[config.mk]
export PLATFORM = sky130hd
export DESIGN_NAME = projectile_engine
export DESIGN_NICKNAME = d
export VERILOG_FILES = /design/src/rtl/proj_pkg.sv /design/src/rtl/proj_sprite_lookup.sv /design/src/rtl/projectile_engine.sv
export SDC_FILE = /design/constraint.sdc
export NUM_CORES = 1
export LEC_CHECK = 0
export BUFFER_PORTS_ARGS = -buffer_cell sky130_fd_sc_hd__buf_2
export CAP_MARGIN = 20
export CORE_MARGIN = 8
export CORE_UTILIZATION = 24
export DETAILED_ROUTE_END_ITERATION = 16
export PLACE_DENSITY = 0.5
export SLEW_MARGIN = 20
export SYNTH_ARGS = -nofsm -noshare
export SYNTH_HDL_FRONTEND = slang
export SYNTH_SLANG_ARGS = --single-unit
[constraint.sdc]
create_clock -name clk -period 6.94 [get_ports clk]
set_clock_uncertainty 0.1 [all_clocks]
set_input_delay 0.694 -clock clk [delete_from_list [all_inputs] [get_ports clk]]
set_output_delay 0.694 -clock clk [all_outputs]
set_load 0.03 [all_outputs]
[src/rtl/proj_pkg.sv]
// proj_pkg: shared definitions for the projectile sprite engine.
//   - Sprite geometry (SPRITE_W x SPRITE_H = 8x8).
//   - RGB565 colours for the water and fire palettes.
//   - Pixel code enum (TRANSP / OUTLINE / FILL) and kind enum (WATER / FIRE).
//   - SPRITE_ROM: one 16-bit word per row, two bits per pixel, with the
//     leftmost pixel (lx = 0) in the top two bits so each literal reads
//     left to right like the drawn sprite.
//   - code_colour(): maps a pixel code and a kind to an RGB565 colour.
package proj_pkg;

    localparam int SPRITE_W = 8;
    localparam int SPRITE_H = 8;

    localparam logic [15:0] WATER_OUTLINE = 16'b00000_000000_10001;
    localparam logic [15:0] WATER_FILL    = 16'b00000_010000_11111;
    localparam logic [15:0] FIRE_OUTLINE  = 16'b11111_000000_00000;
    localparam logic [15:0] FIRE_FILL     = 16'b11111_100110_00000;

    typedef enum logic [1:0] {
        TRANSP  = 2'd0,
        OUTLINE = 2'd1,
        FILL    = 2'd2
    } pix_code_t;

    typedef enum logic {
        WATER = 1'b0,
        FIRE  = 1'b1
    } kind_t;

    // Row 7 first so that SPRITE_ROM[r] is local row r.
    localparam logic [7:0][15:0] SPRITE_ROM = {
        16'b00_00_01_01_01_01_00_00,  // row7 ..OOOO..
        16'b00_01_10_01_10_10_01_00,  // row6 .OFOFFO.
        16'b01_10_10_10_01_10_10_01,  // row5 OFFFOFFO
        16'b01_10_01_10_01_10_10_01,  // row4 OFOFOFFO
        16'b01_10_01_10_01_10_10_01,  // row3 OFOFOFFO
        16'b01_10_10_01_01_10_10_01,  // row2 OFFOOFFO
        16'b00_01_10_10_10_10_01_00,  // row1 .OFFFFO.
        16'b00_00_01_01_01_01_00_00   // row0 ..OOOO..
    };

    function automatic logic [15:0] code_colour(pix_code_t code, kind_t kind);
        logic [15:0] c;
        c = 16'h0000;
        case (code)
            OUTLINE: c = (kind == FIRE) ? FIRE_OUTLINE : WATER_OUTLINE;
            FILL:    c = (kind == FIRE) ? FIRE_FILL    : WATER_FILL;
            default: c = 16'h0000;
        endcase
        return c;
    endfunction

endpackage

[src/rtl/proj_sprite_lookup.sv]
// proj_sprite_lookup: combinational sprite pixel lookup for one slot.
// Ports:
//   lx, ly  in  3   local column / row inside the 8x8 sprite
//   kind    in  1   0 = water, 1 = fire
//   mirror  in  1   1 = render horizontally mirrored (lx -> 7 - lx)
//   code    out 2   pixel code (TRANSP / OUTLINE / FILL)
//   colour  out 16  RGB565 colour of the pixel (0 when transparent)
module proj_sprite_lookup
    import proj_pkg::*;
(
    input  logic [2:0]  lx,
    input  logic [2:0]  ly,
    input  logic        kind,
    input  logic        mirror,
    output logic [1:0]  code,
    output logic [15:0] colour
);

    logic [2:0]  col;
    logic [15:0] row_bits;
    pix_code_t   pix;

    always_comb begin
        col      = mirror ? (3'd7 - lx) : lx;
        row_bits = SPRITE_ROM[ly];
        // Column 0 lives in bits [15:14], column 7 in bits [1:0].
        pix      = pix_code_t'(row_bits[(4'd14 - {col, 1'b0}) +: 2]);
        code     = pix;
        colour   = code_colour(pix, kind_t'(kind));
    end

endmodule

[src/rtl/projectile_engine.sv]
// projectile_engine: multi-slot fire/water ball sprite engine for the
// 96x64 OLED game layer.
// Optional feature macro: PROJ_ANIM_EN (horizontal-mirror animation phase).
// Ports:
//   clk, rst_n            clock, asynchronous active-low reset
//   frame_tick            one-cycle pulse per display frame; advances balls
//   launch_valid/ready    launch handshake (ready = some slot is free)
//   launch_x/y/dir/kind   launch position, direction (1 = right), kind (1 = fire)
//   target_x/target_y     top-left of the target hitbox
//   X, Y, BACKGROUND      pixel query and colour under transparent pixels
//   oled_data             registered colour for the (X, Y) sampled last edge
//   active                per-slot active flags
//   hit_mask, hit_kind    one-cycle pulse of slots retired by a target hit,
//                         and the kind of the lowest-index hit slot
module projectile_engine
    import proj_pkg::*;
#(
    parameter int MAX_BALLS = 4,
    parameter int STEP      = 2,
    parameter int SCREEN_W  = 96,
    parameter int TARGET_W  = 12,
    parameter int TARGET_H  = 12,
    parameter int ANIM_DIV  = 8
) (
    input  logic                 clk,
    input  logic                 rst_n,
    input  logic                 frame_tick,
    input  logic                 launch_valid,
    output logic                 launch_ready,
    input  logic [6:0]           launch_x,
    input  logic [5:0]           launch_y,
    input  logic                 launch_dir,
    input  logic                 launch_kind,
    input  logic [6:0]           target_x,
    input  logic [5:0]           target_y,
    input  logic [6:0]           X,
    input  logic [5:0]           Y,
    input  logic [15:0]          BACKGROUND,
    output logic [15:0]          oled_data,
    output logic [MAX_BALLS-1:0] active,
    output logic [MAX_BALLS-1:0] hit_mask,
    output logic                 hit_kind
);

    if (MAX_BALLS < 1 || MAX_BALLS > 8 || STEP < 1 || STEP > 7 || ANIM_DIV < 1) begin : g_bad_param
        $error("projectile_engine: parameter out of range");
    end

    logic [6:0]           slot_x [MAX_BALLS];
    logic [5:0]           slot_y [MAX_BALLS];
    logic [MAX_BALLS-1:0] slot_dir;
    logic [MAX_BALLS-1:0] slot_kind;

    logic [MAX_BALLS-1:0] free_slots;
    logic [MAX_BALLS-1:0] launch_sel;
    logic [MAX_BALLS-1:0] hit;
    logic [MAX_BALLS-1:0] hit_low;
    logic [MAX_BALLS-1:0] at_edge;
    logic [MAX_BALLS-1:0] opaque;
    logic [15:0]          slot_colour [MAX_BALLS];
    logic [15:0]          pix_nxt;
    logic [7:0]           tx;
    logic [7:0]           ty;
    logic                 mirror;

    assign tx = {1'b0, target_x};
    assign ty = {2'b00, target_y};

    // Lowest set bit of a vector: v & (~v + 1).
    assign free_slots   = ~active;
    assign launch_sel   = free_slots & (~free_slots + 1'b1);
    assign launch_ready = |free_slots;
    assign hit_low      = hit & (~hit + 1'b1);

`ifdef PROJ_ANIM_EN
    localparam int ANIM_W = (ANIM_DIV > 1) ? $clog2(ANIM_DIV) : 1;

    logic [ANIM_W-1:0] anim_cnt;
    logic              anim_phase;

    always_ff @(posedge clk or negedge rst_n) begin
        if (!rst_n) begin
            anim_cnt   <= '0;
            anim_phase <= 1'b0;
        end else if (frame_tick) begin
            if (anim_cnt == ANIM_W'(ANIM_DIV - 1)) begin
                anim_cnt   <= '0;
                anim_phase <= ~anim_phase;
            end else begin
                anim_cnt <= anim_cnt + 1'b1;
            end
        end
    end

    assign mirror = anim_phase;
`else
    assign mirror = 1'b0;
`endif

    // Per-slot collision, edge and render terms, all in 8-bit arithmetic so
    // that a query left of / above the sprite wraps to a large value (outside).
    for (genvar g = 0; g < MAX_BALLS; g++) begin : g_slot
        logic [7:0]  sx;
        logic [7:0]  sy;
        logic [7:0]  lx;
        logic [7:0]  ly;
        logic [1:0]  code;
        logic [15:0] colour;

        assign sx = {1'b0, slot_x[g]};
        assign sy = {2'b00, slot_y[g]};

        assign hit[g] = active[g]
                      && (sx < tx + 8'(TARGET_W)) && (tx < sx + 8'(SPRITE_W))
                      && (sy < ty + 8'(TARGET_H)) && (ty < sy + 8'(SPRITE_H));

        assign at_edge[g] = slot_dir[g] ? (sx + 8'(STEP) > 8'(SCREEN_W - SPRITE_W))
                                        : (sx < 8'(STEP));

        assign lx = {1'b0, X} - sx;
        assign ly = {2'b00, Y} - sy;

        proj_sprite_lookup u_lookup (
            .lx     (lx[2:0]),
            .ly     (ly[2:0]),
            .kind   (slot_kind[g]),
            .mirror (mirror),
            .code   (code),
            .colour (colour)
        );

        assign opaque[g] = active[g] && (lx < 8'(SPRITE_W)) && (ly < 8'(SPRITE_H))
                         && (pix_code_t'(code) != TRANSP);
        assign slot_colour[g] = colour;
    end

    // Lowest-index opaque slot wins; scanning downwards lets it overwrite last.
    always_comb begin
        pix_nxt = BACKGROUND;
        for (int i = MAX_BALLS - 1; i >= 0; i--) begin
            if (opaque[i]) begin
                pix_nxt = slot_colour[i];
            end
        end
    end

    // Slot state: launch loads a free slot; a tick moves or retires the slots
    // that were already active, so a slot launched this edge is never moved.
    always_ff @(posedge clk or negedge rst_n) begin
        if (!rst_n) begin
            active    <= '0;
            slot_dir  <= '0;
            slot_kind <= '0;
            for (int i = 0; i < MAX_BALLS; i++) begin
                slot_x[i] <= '0;
                slot_y[i] <= '0;
            end
        end else begin
            for (int i = 0; i < MAX_BALLS; i++) begin
                if (launch_valid && launch_sel[i]) begin
                    active[i]    <= 1'b1;
                    slot_x[i]    <= launch_x;
                    slot_y[i]    <= launch_y;
                    slot_dir[i]  <= launch_dir;
                    slot_kind[i] <= launch_kind;
                end else if (frame_tick && active[i]) begin
                    if (hit[i] || at_edge[i]) begin
                        active[i] <= 1'b0;
                    end else if (slot_dir[i]) begin
                        slot_x[i] <= slot_x[i] + 7'(STEP);
                    end else begin
                        slot_x[i] <= slot_x[i] - 7'(STEP);
                    end
                end
            end
        end
    end

    // Output stage: hit report and registered pixel colour.
    always_ff @(posedge clk or negedge rst_n) begin
        if (!rst_n) begin
            hit_mask  <= '0;
            hit_kind  <= 1'b0;
            oled_data <= 16'h0000;
        end else begin
            hit_mask  <= frame_tick ? hit : '0;
            if (frame_tick && (|hit)) begin
                hit_kind <= |(hit_low & slot_kind);
            end
            oled_data <= pix_nxt;
        end
    end

endmodule
==> flow_metrics.env <==
export IMPL_status="completed"
export IMPL_min_period_over_period_pct=71.4
export IMPL_yosysMostFrequentCell="ha_1"
export IMPL_postSynthCellCount=1195
export IMPL_fmax_mhz=202
export IMPL_cts_tree="done"
export IMPL_drv_slew=0
export IMPL_grt_pass1_wl_um=54200
export IMPL_fin_util_pct=27.5
export IMPL_cts_hold_buf=0
export IMPL_area_growth_syn_to_layout_pct=14.2
export IMPL_fin_hold_ws_ns=0.196
export IMPL_dr_pass1_iters=5
export IMPL_dpl_hpwl_um=28800
export IMPL_place_gp_congestion=0.888
export IMPL_wl_per_cell_um=19.4
export IMPL_fillers=4562
export IMPL_ant_nets=0
export IMPL_cts_buffer_depth=2
export IMPL_relSlewSlack_pct=40.5
export IMPL_syn_area_um2=10000
export IMPL_hp_class="input pin to asynchronous set/reset pin"
export IMPL_cap_violations=0
export IMPL_hold_viol_final=0
export IMPL_port_buffers=86
export IMPL_ys_seq_elements=85
export IMPL_viasPerCell=5.03
export IMPL_synth_avg_cell_area_um2=8.40
export IMPL_critPathLaunchType="input pin"
export IMPL_crit_slowest_cell="fa_1"
export IMPL_dieWidth_um=221
export IMPL_seq_area_frac_synth_pct=21.2
export IMPL_numCtsBuffers=9
export IMPL_cp_required_ns=7.09
export IMPL_rows=75
export IMPL_grt_max_degree=48
export IMPL_synth_area_leaders="ha_1 (23%), dfrtp_1 (21%), nand2_1 (4.8%)"
export IMPL_ys_async_sr_fraction_pct=100
export IMPL_rsz0062_at_grt="no"
export IMPL_h_tree_depth=3
export IMPL_track_usage_pct=14.7
export IMPL_regArea_um2=2130
export IMPL_synth_nets=1452
export IMPL_cts_root_buf="clkbuf_16"
export IMPL_die_area_um2=48600
export IMPL_vias=9155
export IMPL_nets=1533
export IMPL_synth_edf_count=0
export IMPL_drc=0
export IMPL_clk_latency_ns=0.37
export IMPL_max_stage_delay_ns=0.42
export IMPL_synthFlopType="dfrtp_1"
export IMPL_powerDensity_nw_per_um2=511
export IMPL_gr_total_overflow=0
export IMPL_grt_pass1_vias=9209
export IMPL_post_cts_resized=0
export IMPL_power_leakage_nw=5.34
export IMPL_drt_iter0_drc=601
export IMPL_die_h_um=221
export IMPL_multi_input_area_um2=7410
export IMPL_ys_warn_count=0
export IMPL_irDropWorstVdd_uv=195
export IMPL_antenna_found_initial=5
export IMPL_wl_um=35200
export IMPL_worstSetupEndpointType="register"
export IMPL_setup_violations=0
export IMPL_clk_pin_slew_ns=0.07
export IMPL_worstPathCellList="buf_2 > inv_1 > ha_1 > fa_1 > xor2_1 > mux2_2 > nor2_1 > a21oi_1 > o21bai_1 > nor3b_1 > a31oi_1 > o21a_1 > ha_1 > a211o_1 > nor3_1 > o2111ai_1 > a2111oi_2 > buf_4 > inv_1 > o21ai_0 > o21bai_1"
export IMPL_critPathKind="input pin to register"
export IMPL_p_total_w=0.00586
export IMPL_tightest_slew_ns=0.870
export IMPL_path_max_fanout=11
export IMPL_initial_core_util_pct=24.1
export IMPL_crit_arrival_ns=5.11
export IMPL_io_pins=87
export IMPL_pre_cts_slack_ns=1.64
export IMPL_drive_above_1_share_pct=12.1
export IMPL_post_cts_buffers=0
export IMPL_ys_types=85
export IMPL_clkSinkCount=85
export IMPL_yosysTopAreaCell="ha_1"
export IMPL_fin_crit_ns=4.96
export IMPL_yosys_area_top_type_share_pct=23.4
export IMPL_setup_ws_ns=1.98
export IMPL_tns_ns=0
export IMPL_ys_top_cells_by_count="ha_1 (188), nand2_1 (128), inv_1 (115)"
export IMPL_core_area_um2=41700
==> cell type report <==
type / count / share of cell area, %
multi-input combinational: 970 / 64.6
inverter: 117 / 3.83
clock buffer: 9 / 1.96
antenna: 1 / 0.0218
clock inverter: 7 / 0.917
sequential: 85 / 18.6
tap: 539 / 5.88
timing repair buffer: 93 / 4.23
==> metal layers <==
metal	part of all wire (%)	GRT usage [%]	vias to the layer above
met5	0.11	0	-
met4	2.2	4.09	6
met3	4.9	2.46	46
met2	49	25.7	205
met1	44	18.4	4427
li1	-	-	4471
==> state kept, by name, summed over array words and instances (netlist names) <==
register	flops
slot_dir	4
oled_data	16
slot_kind	4
g_slot.sx	28
active	4
hit_mask	4
g_slot.sy	24
hit_kind	1
==> placed cells by master, fill, tap and decap left out, drive strengths merged, types with 9 or more instances in the layout <==
cell type  synthesis  routed
o211ai            12      12
buf                6      93
a31oi             12      12
nor3              20      20
xnor2             45      45
a21o              20      20
nand2            130     130
clkbuf            17       9
dfrtp             85      85
nor2b             25      25
o21a              14      14
nand3             41      41
or3                9       9
o21ai             88      88
a211oi            12      12
nand2b            24      24
inv              115     118
nand3b            11      11
xor2              14      14
nand4             14      14
o2111ai            9       9
a21oi             59      59
mux2              16      16
ha               188     188
mux2i             16      16
nor2              59      59
a211o              9       9
==> metrics by stage <==
stage               instance area [um2]  instances
detailed placement                11100       1804
global route                      11500       1821
floorplan                         10000       1195
global placement                  11100       1804
finish                            11500       1821
CTS                               11500       1820
==> critical path, delay by kind of cell <==
| kind | cells | cell delay (ns) |
|---|---|---|
| AND/OR/NAND/NOR | 3 | 0.48 |
| buffers and inverters | 4 | 0.59 |
| XOR/XNOR | 1 | 0.41 |
| multiplexers | 1 | 0.38 |
| AO/OA/AOI/OAI | 9 | 1.67 |
| adder cells (fa/ha/maj) | 3 | 0.87 |
==> where the power goes <==
| part | internal (W) | switching (W) |
|---|---|---|
| registers | 0.000705 | 0.000375 |
| clock network | 0.000321 | 0.000236 |
| logic | 0.00175 | 0.00247 |
| total | 0.00278 | 0.00308 |
==> cell families after synthesis <==
kind of cell	after synthesis	share of synthesized area, %
AND/OR/NAND/NOR	372	18.5
AO/OA/AOI/OAI	311	21.4
adder cells (fa/ha/maj)	196	25.0
buffers and inverters	140	5.28
flip-flops	85	21.2
XOR/XNOR	59	5.22
multiplexers	32	3.43
==> path summary, 6_finish.rpt <==
kind / startpoint / end / slack [ns] / cells past startpoint
setup / recovery: Y[0] / oled_data[0] / 1.98 / 21
setup reg to reg: g_slot[2].sy[0] / oled_data[0] / 2.09 / 19
max in group asynchronous: rst_n / g_slot[2].sx[4] / 5.45 / 2
hold reg to reg: hit_kind / hit_kind / 0.48 / 1
hold / removal: rst_n / hit_mask[0] / 0.20 / 1
min in group clk: BACKGROUND[5] / oled_data[5] / 0.43 / 3
Note: power is estimated with default switching activity, not from simulation.
